<file path="src/rtl/uart_tx_sched_if.sv">
// Byte handshake between the UART client
// and the transmit sequencer.
interface uart_tx_sched_if;
  logic [7:0] tx_data;
  logic       tx_valid;
  logic       tx_ready;

  modport master (
    output tx_data,
    output tx_valid,
    input  tx_ready
  );

  modport slave (
    input  tx_data,
    input  tx_valid,
    output tx_ready
  );
endinterface

</file>
<file path="src/rtl/uart_tx_sched.sv">
// UART transmit sequencer (8N1/8N2) that also owns
// the baud generator rate select, changed only between frames.
module uart_tx_sched #(
  parameter int STOP_BITS = 1
) (
  input  logic              clk,
  input  logic              rst,
  input  logic              baudtick,
  output logic [1:0]        baudtick_ctrl,
  input  logic [1:0]        baud_sel_in,
  input  logic              baud_sel_we,
  output logic              baud_pending,
  uart_tx_sched_if.slave    tx,
  output logic              txd,
  output logic              busy
);

  typedef enum logic [2:0] {
    IDLE,
    ALIGN,
    START,
    DATA,
    STOP
  } state_e;

  state_e     state_q, state_d;
  logic [1:0] tick_q, tick_d;
  logic [2:0] bit_q, bit_d;
  logic       stop_q, stop_d;
  logic [7:0] shift_q, shift_d;
  logic [1:0] pend_q, pend_d;
  logic       pending_q, pending_d;
  logic [1:0] ctrl_q, ctrl_d;
  logic       txd_q, txd_d;
  logic       busy_q, busy_d;
  logic       ready;
  logic       bit_end;

  assign ready = !rst && (state_q == IDLE) && !pending_q;
  assign bit_end = baudtick && (tick_q == 2'd3);

  assign tx.tx_ready    = ready;
  assign txd            = txd_q;
  assign busy           = busy_q;
  assign baud_pending   = pending_q;
  assign baudtick_ctrl  = ctrl_q;

  always_comb begin
    state_d   = state_q;
    tick_d    = tick_q;
    bit_d     = bit_q;
    stop_d    = stop_q;
    shift_d   = shift_q;
    pend_d    = pend_q;
    pending_d = pending_q;
    ctrl_d    = ctrl_q;
    txd_d     = txd_q;
    busy_d    = busy_q;

    // A fresh write outranks applying the older one
    if (baud_sel_we) begin
      pend_d    = baud_sel_in;
      pending_d = 1'b1;
    end else if (state_q == IDLE && pending_q) begin
      ctrl_d    = pend_q;
      pending_d = 1'b0;
    end

    if (state_q != IDLE && state_q != ALIGN && baudtick)
      tick_d = tick_q + 2'd1;

    unique case (state_q)
      IDLE: begin
        if (tx.tx_valid && ready) begin
          shift_d = tx.tx_data;
          busy_d  = 1'b1;
          state_d = ALIGN;
        end
      end
      ALIGN: begin
        if (baudtick) begin
          txd_d   = 1'b0;
          tick_d  = 2'd0;
          state_d = START;
        end
      end
      START: begin
        if (bit_end) begin
          txd_d   = shift_q[0];
          bit_d   = 3'd0;
          state_d = DATA;
        end
      end
      DATA: begin
        if (bit_end) begin
          shift_d = {1'b0, shift_q[7:1]};
          bit_d   = bit_q + 3'd1;
          txd_d   = shift_q[1];
          if (bit_q == 3'd7) begin
            txd_d   = 1'b1;
            stop_d  = 1'b0;
            state_d = STOP;
          end
        end
      end
      STOP: begin
        if (bit_end) begin
          stop_d = stop_q + 1'b1;
          if (stop_q == 1'(STOP_BITS - 1)) begin
            busy_d  = 1'b0;
            state_d = IDLE;
          end
        end
      end
      default: state_d = IDLE;
    endcase
  end

  always_ff @(posedge clk) begin
    if (rst) begin
      state_q   <= IDLE;
      tick_q    <= 2'd0;
      bit_q     <= 3'd0;
      stop_q    <= 1'b0;
      shift_q   <= 8'd0;
      pend_q    <= 2'd0;
      pending_q <= 1'b0;
      ctrl_q    <= 2'd0;
      txd_q     <= 1'b1;
      busy_q    <= 1'b0;
    end else begin
      state_q   <= state_d;
      tick_q    <= tick_d;
      bit_q     <= bit_d;
      stop_q    <= stop_d;
      shift_q   <= shift_d;
      pend_q    <= pend_d;
      pending_q <= pending_d;
      ctrl_q    <= ctrl_d;
      txd_q     <= txd_d;
      busy_q    <= busy_d;
    end
  end

endmodule

</file>
<file path="src/flat_wrapper.sv">
// flat-port wrapper written by rule: the top's interface ports become plain ports
module uart_tx_sched_flat 
#(
  parameter int STOP_BITS = 1
)
  (clk, rst, baudtick, baudtick_ctrl, baud_sel_in, baud_sel_we, baud_pending, txd, busy, tx_tx_data, tx_tx_valid, tx_tx_ready);
  uart_tx_sched_if tx_i ();
  input  logic clk;
  input  logic rst;
  input  logic baudtick;
  output logic [1:0] baudtick_ctrl;
  input  logic [1:0] baud_sel_in;
  input  logic baud_sel_we;
  output logic baud_pending;
  output logic txd;
  output logic busy;
  input wire logic [$bits(tx_i.tx_data)-1:0] tx_tx_data;
  input wire logic [$bits(tx_i.tx_valid)-1:0] tx_tx_valid;
  output wire logic [$bits(tx_i.tx_ready)-1:0] tx_tx_ready;
  assign tx_i.tx_data = tx_tx_data;
  assign tx_i.tx_valid = tx_tx_valid;
  assign tx_tx_ready = tx_i.tx_ready;
  uart_tx_sched #(.STOP_BITS(STOP_BITS)) u_core (.clk(clk), .rst(rst), .baudtick(baudtick), .baudtick_ctrl(baudtick_ctrl), .baud_sel_in(baud_sel_in), .baud_sel_we(baud_sel_we), .baud_pending(baud_pending), .tx(tx_i), .txd(txd), .busy(busy));
endmodule
</file>
<file path="config.mk">
export PLATFORM = sky130hd
export DESIGN_NAME = uart_tx_sched_flat
export DESIGN_NICKNAME = d
export VERILOG_FILES = /design/src/rtl/uart_tx_sched_if.sv /design/src/rtl/uart_tx_sched.sv /design/src/flat_wrapper.sv
export SDC_FILE = /design/constraint.sdc
export NUM_CORES = 1
export LEC_CHECK = 0
export CAP_MARGIN = 15
export CORE_MARGIN = 2
export CORE_UTILIZATION = 51
export DETAILED_ROUTE_END_ITERATION = 12
export GPL_TIMING_DRIVEN = 0
export MAX_ROUTING_LAYER = met4
export PLACE_DENSITY = 0.78
export SYNTH_ARGS = -nofsm -noshare
export SYNTH_HDL_FRONTEND = slang
export SYNTH_SLANG_ARGS = --single-unit
</file>
<file path="constraint.sdc">
create_clock -name clk -period 1.72 [get_ports clk]
set_clock_uncertainty 0.2 [all_clocks]
set_input_delay 0.344 -clock clk [delete_from_list [all_inputs] [get_ports clk]]
set_output_delay 0.344 -clock clk [all_outputs]
set_load 0.01 [all_outputs]
</file>
Yosys cells after proc, flatten, opt, wreduce, memory -nomap -nowiden
Cells that the tools add are included.
{"block": "totals", "ff_bits": 24, "word_cells": 84}
{"block": "op_classes", "add_sub_neg": 3, "eq_ne": 14, "n_mux": 32, "bitwise": 1, "reduce_logical": 24}
{"cell": "$mux W3", "n": 9}
{"cell": "$mux W8", "n": 2}
{"cell": "$pmux W8 S2", "n": 1}
{"cell": "$pmux W3 S5", "n": 1}
{"cell": "$mux W1", "n": 12}
{"cell": "$reduce_and A4 Y1", "n": 3}
{"cell": "$reduce_bool A2 Y1", "n": 5}
{"cell": "$ne A2 B1 Y1 const B", "n": 4}
{"cell": "$logic_and A1 B1 Y1", "n": 7}
{"cell": "$reduce_and A7 Y1", "n": 1}
{"cell": "$eq A3 B2 Y1 const B", "n": 2}
{"cell": "$eq A3 B3 Y1 const B", "n": 2}
{"cell": "$mux W2", "n": 3}
{"cell": "$ne A2 B2 Y1 const B", "n": 3}
{"cell": "$pmux W3 S2", "n": 1}
{"cell": "$reduce_and A3 Y1", "n": 2}
{"cell": "$reduce_bool A3 Y1", "n": 2}
{"cell": "$pmux W1 S2", "n": 2}
{"cell": "$add A3 B1 Y3 const B", "n": 1}
{"cell": "$eq A3 B1 Y1 const B", "n": 1}
{"cell": "$logic_not A3 Y1", "n": 1}
{"cell": "$ne A3 B1 Y1 const B", "n": 1}
{"cell": "$pmux W1 S3", "n": 1}
{"cell": "$add A2 B1 Y2 const B", "n": 1}
{"cell": "5 further kinds", "n": 6}

Depth between registers and ports, before layout
{"block": "logic_depth", "ltp_word": 6, "mapped_depth": 6, "depth_no_buf": 6}

Least setup slack after synthesis
No wires, ideal clock.
{"block": "synth_timing", "kind": "reg2reg", "startpoint": "reg u_core.state_q[0]", "endpoint": "reg u_core.ctrl_q[0] (netlist: u_core.baudtick_ctrl[0])", "arrival_time_ns": 1.259, "t_required_ns": 1.392, "setup_slack_ns": 0.133, "stages_incl_launch_ff": 5, "period_less_slack_ns": 1.587, "path_cell_list": "dfxtp_1 or3_4 or3_4 mux2i_1 nor2_1"}
{"block": "synth_between", "elab_chain_cells": 3}
{"element": "start, declared", "line": "uart_tx_sched.sv:26", "text": "state_e state_q, state_d;"}
{"element": "start signal, assigned", "line": "uart_tx_sched.sv:132", "text": "state_q <= state_d;"}
{"element": "$logic_not A3 Y1", "line": "uart_tx_sched.sv:64", "text": "end else if (state_q == IDLE && pending_q) begin"}
{"element": "$logic_and A1 B1 Y1", "line": "uart_tx_sched.sv:64"}
{"element": "$reduce_and A2 Y1 (no line)"}
{"element": "end signal, assigned", "line": "uart_tx_sched.sv:139", "text": "ctrl_q <= ctrl_d;"}
{"element": "end, declared", "line": "uart_tx_sched.sv:33", "text": "logic [1:0] ctrl_q, ctrl_d;"}
No other way between the ends.
A chain may end at the register's enable or synchronous reset.

Final worst setup path
{"block": "layout_timing", "startpoint": "reg u_core.state_q[2]", "endpoint": "out tx_tx_ready"}
{"block": "layout_between", "elab_chain_cells": 3}
{"element": "$logic_not A3 Y1", "line": "uart_tx_sched.sv:39", "text": "assign ready = !rst && (state_q == IDLE) && !pending_q;"}
{"element": "$logic_and A1 B1 Y1 (2 in series)", "line": "uart_tx_sched.sv:39"}
{"element": "end, declared", "line": "flat_wrapper.sv:19", "text": "output wire logic [$bits(tx_i.tx_ready)-1:0] tx_tx_ready;"}
No other way between the ends.

==> out/results.ini <==
[run_status]
status=complete, but fails checks
violations=negative setup slack

[logic_synthesis]
synth_top_cell_area_share_pct=40.72
syn_inst=132
yosys_warnings=0
synth.yosys.seq_area_share_pct=40.72
synth_top_area_cell=dfxtp_1
synth_area_um2=1180
synth_edf_count=0
ys_seq_elements=24
ys_types=31
synth_fp_nets=150
async_flop_share_pct=0
synthTopCellsByArea=dfxtp_1, mux2i_1, nor2_1
synthFlopType=dfxtp_1
syn_avg_cell_area_um2=8.939

[setup_path]
crit_chain=or3_4, nor3_2, buf_2
crit_start=u_core.state_q[2]
cp_top_family=simple AND/OR/NAND/NOR gates
critPathBufInv=1
arrival_ns=1.33
regToRegStartpoint=u_core.state_q[2]
crit_required_ns=1.18
critPathCaptureType=primary output
worstPathMaxFanout=2
start_kind=flip-flop
path_class=reg -> out
slowest_delay_ns=0.39
cpMaxStageDelayCell=or3_4

[timing]
tightest_slew_ns=0.5139
fin_ws_ns=-0.1584
finalSetupViolCount=5
fmax_mhz=532.4
hold_viol_final=0
rsz0062_at_grt=yes
drv_slew=0
timing.slew.headroom_pct=65.74
period_share_pct=109.2
period_minus_slack_ns=1.878

[power_and_ir_drop]
p_total_w=0.001226
irDropWorstVdd_v=0.0006277
power.density_nw_per_um2=804.9
leakagePower_nw=0.6432

[global_route]
antenna_found_initial=0
grt_pass1_wl_um=4436
grt_pass1_vias=974
grt_overflow=0
grt_start_max_net_pins=14
grt_use_total_pct=22.53

[route]
drtPass1Iterations=4
vias_per_cell=5.709
wl_per_cell_um=14.10
wl_um=2664
drc=0
vias=1079
drtIter0Drc=23
antenna_left=0

[cells_and_area]
multi_input_area_um2=678.2
final_util_pct=69.50
layout_commonest_cell=dfxtp_1
final_area_um2=1523
nets=180
diodes=0
ff_latch_area_um2=489.2
area_delta_synth_final_pct=29.06
fillers=178
drive_gt1_share_pct=21.74
layout_common_cells=dfxtp_1, nor2_1, mux2i_1

[job]
drv_cap=0

[cts]
clkLatencyLatePin_ns=0.32
cts_hold_buffers=0
cts_buffers=3
clock-sinks=24
clkTransAtPathRegs_ns=0.14
htree_levels=1
clk_path_buf_depth=2
cts_tree=yes
cts_root_buf=clkbuf_4

[die]
die_width_um=52.10
initial_core_util_pct=53.85
core_um2=2191
die_h_um=52.10
rows=17
io_pins=21
die_area_um2=2714

[placement]
gp_congestion=0.8570
dpl.hpwl_um=1737
io_buffers=19
place_area_um2=1405

[min_path]
hold_class=in -> reg
hp-start=rst

-- through the flow --
step	setup WS (ns)	TNS [ns]	hold WS, ns	instances
global route	-0.2180	-0.7612	0.1130	189
finish	-0.1584	-0.3662	0.1043	189
global placement	-0.4471	-5.233	0.2443	179
detailed placement	-0.4708	-6.056	0.2508	179
floorplan	0.1331	0	0.2356	132
CTS	-0.1755	-0.3684	0.08602	189
-- cell usage after synthesis, types with 2 or more instances --
cell type	count
nand3_1	3
a211oi_1	7
a21oi_1	9
nand3b_1	3
and2_1	2
o21ai_0	3
buf_6	2
mux2i_1	13
nor3_1	6
or3_4	2
nor2_1	19
clkbuf_1	2
dfxtp_1	24
or3_1	3
inv_1	3
buf_2	4
nand2_1	10
ha_1	3
a31oi_1	2
-- layer usage --
layer	vias up	global-route usage, %	wire (µm)
li1	530	-	-
met1	526	29.98	1253
met2	21	34.39	1300
met3	2	2.874	97
met4	0	9.649	12
met5	-	-	0
-- flip-flops by register name (all words and copies together) (netlist names), 2 cells and up, named ones only --
register and flops:
u_core.state_q 3, u_core.baudtick_ctrl 2, u_core.pend_q 2, u_core.bit_q 3
u_core.shift_q 8
-- report_power, final --
part	total, W	internal [W]	switching, W
sequential	0.000617	0.000593	0.0000242
clock	0.000307	0.000129	0.000178
combinational	0.000301	0.000157	0.000145
total	0.00123	0.000879	0.000347
-- what timing repair did --
action	4_1_cts	5_1_grt
pin swaps	2	1
endpoints found under the setup margin	12	15
setup buffers	6	0
gates resized for setup	20	6
-- path summary, 6_finish.rpt --
kind	to	slack [ns]	cells past startpoint
setup / recovery	tx_tx_ready	-0.16	3
hold / removal	u_core.shift_q[0]	0.10	2
setup reg to reg	u_core.baudtick_ctrl[1]	-0.08	5
hold reg to reg	u_core.bit_q[2]	0.27	2
-- cell families (layout without fill, tap and decap cells) --
| logic type | Yosys count | in the layout | synth area share (%) |
|---|---|---|---|
| mux | 15 | 15 | 12.94 |
| buf+inv | 11 | 40 | 5.196 |
| flops | 24 | 24 | 40.72 |
| compound gates | 28 | 28 | 16.76 |
| fa+ha+maj | 3 | 3 | 3.182 |
| simple gates | 51 | 51 | 21.21 |
-- layout make-up --
class                      count  share of cell area [%]
sequential                    24                   32.13
clock buffer                   4                   2.383
multi-input combinational     97                   44.54
inverter                       3                  0.7395
tap                           28                   2.301
buffer                         8                   3.287
timing repair buffer          25                   14.63
Note: power is estimated with default switching activity, not from simulation.
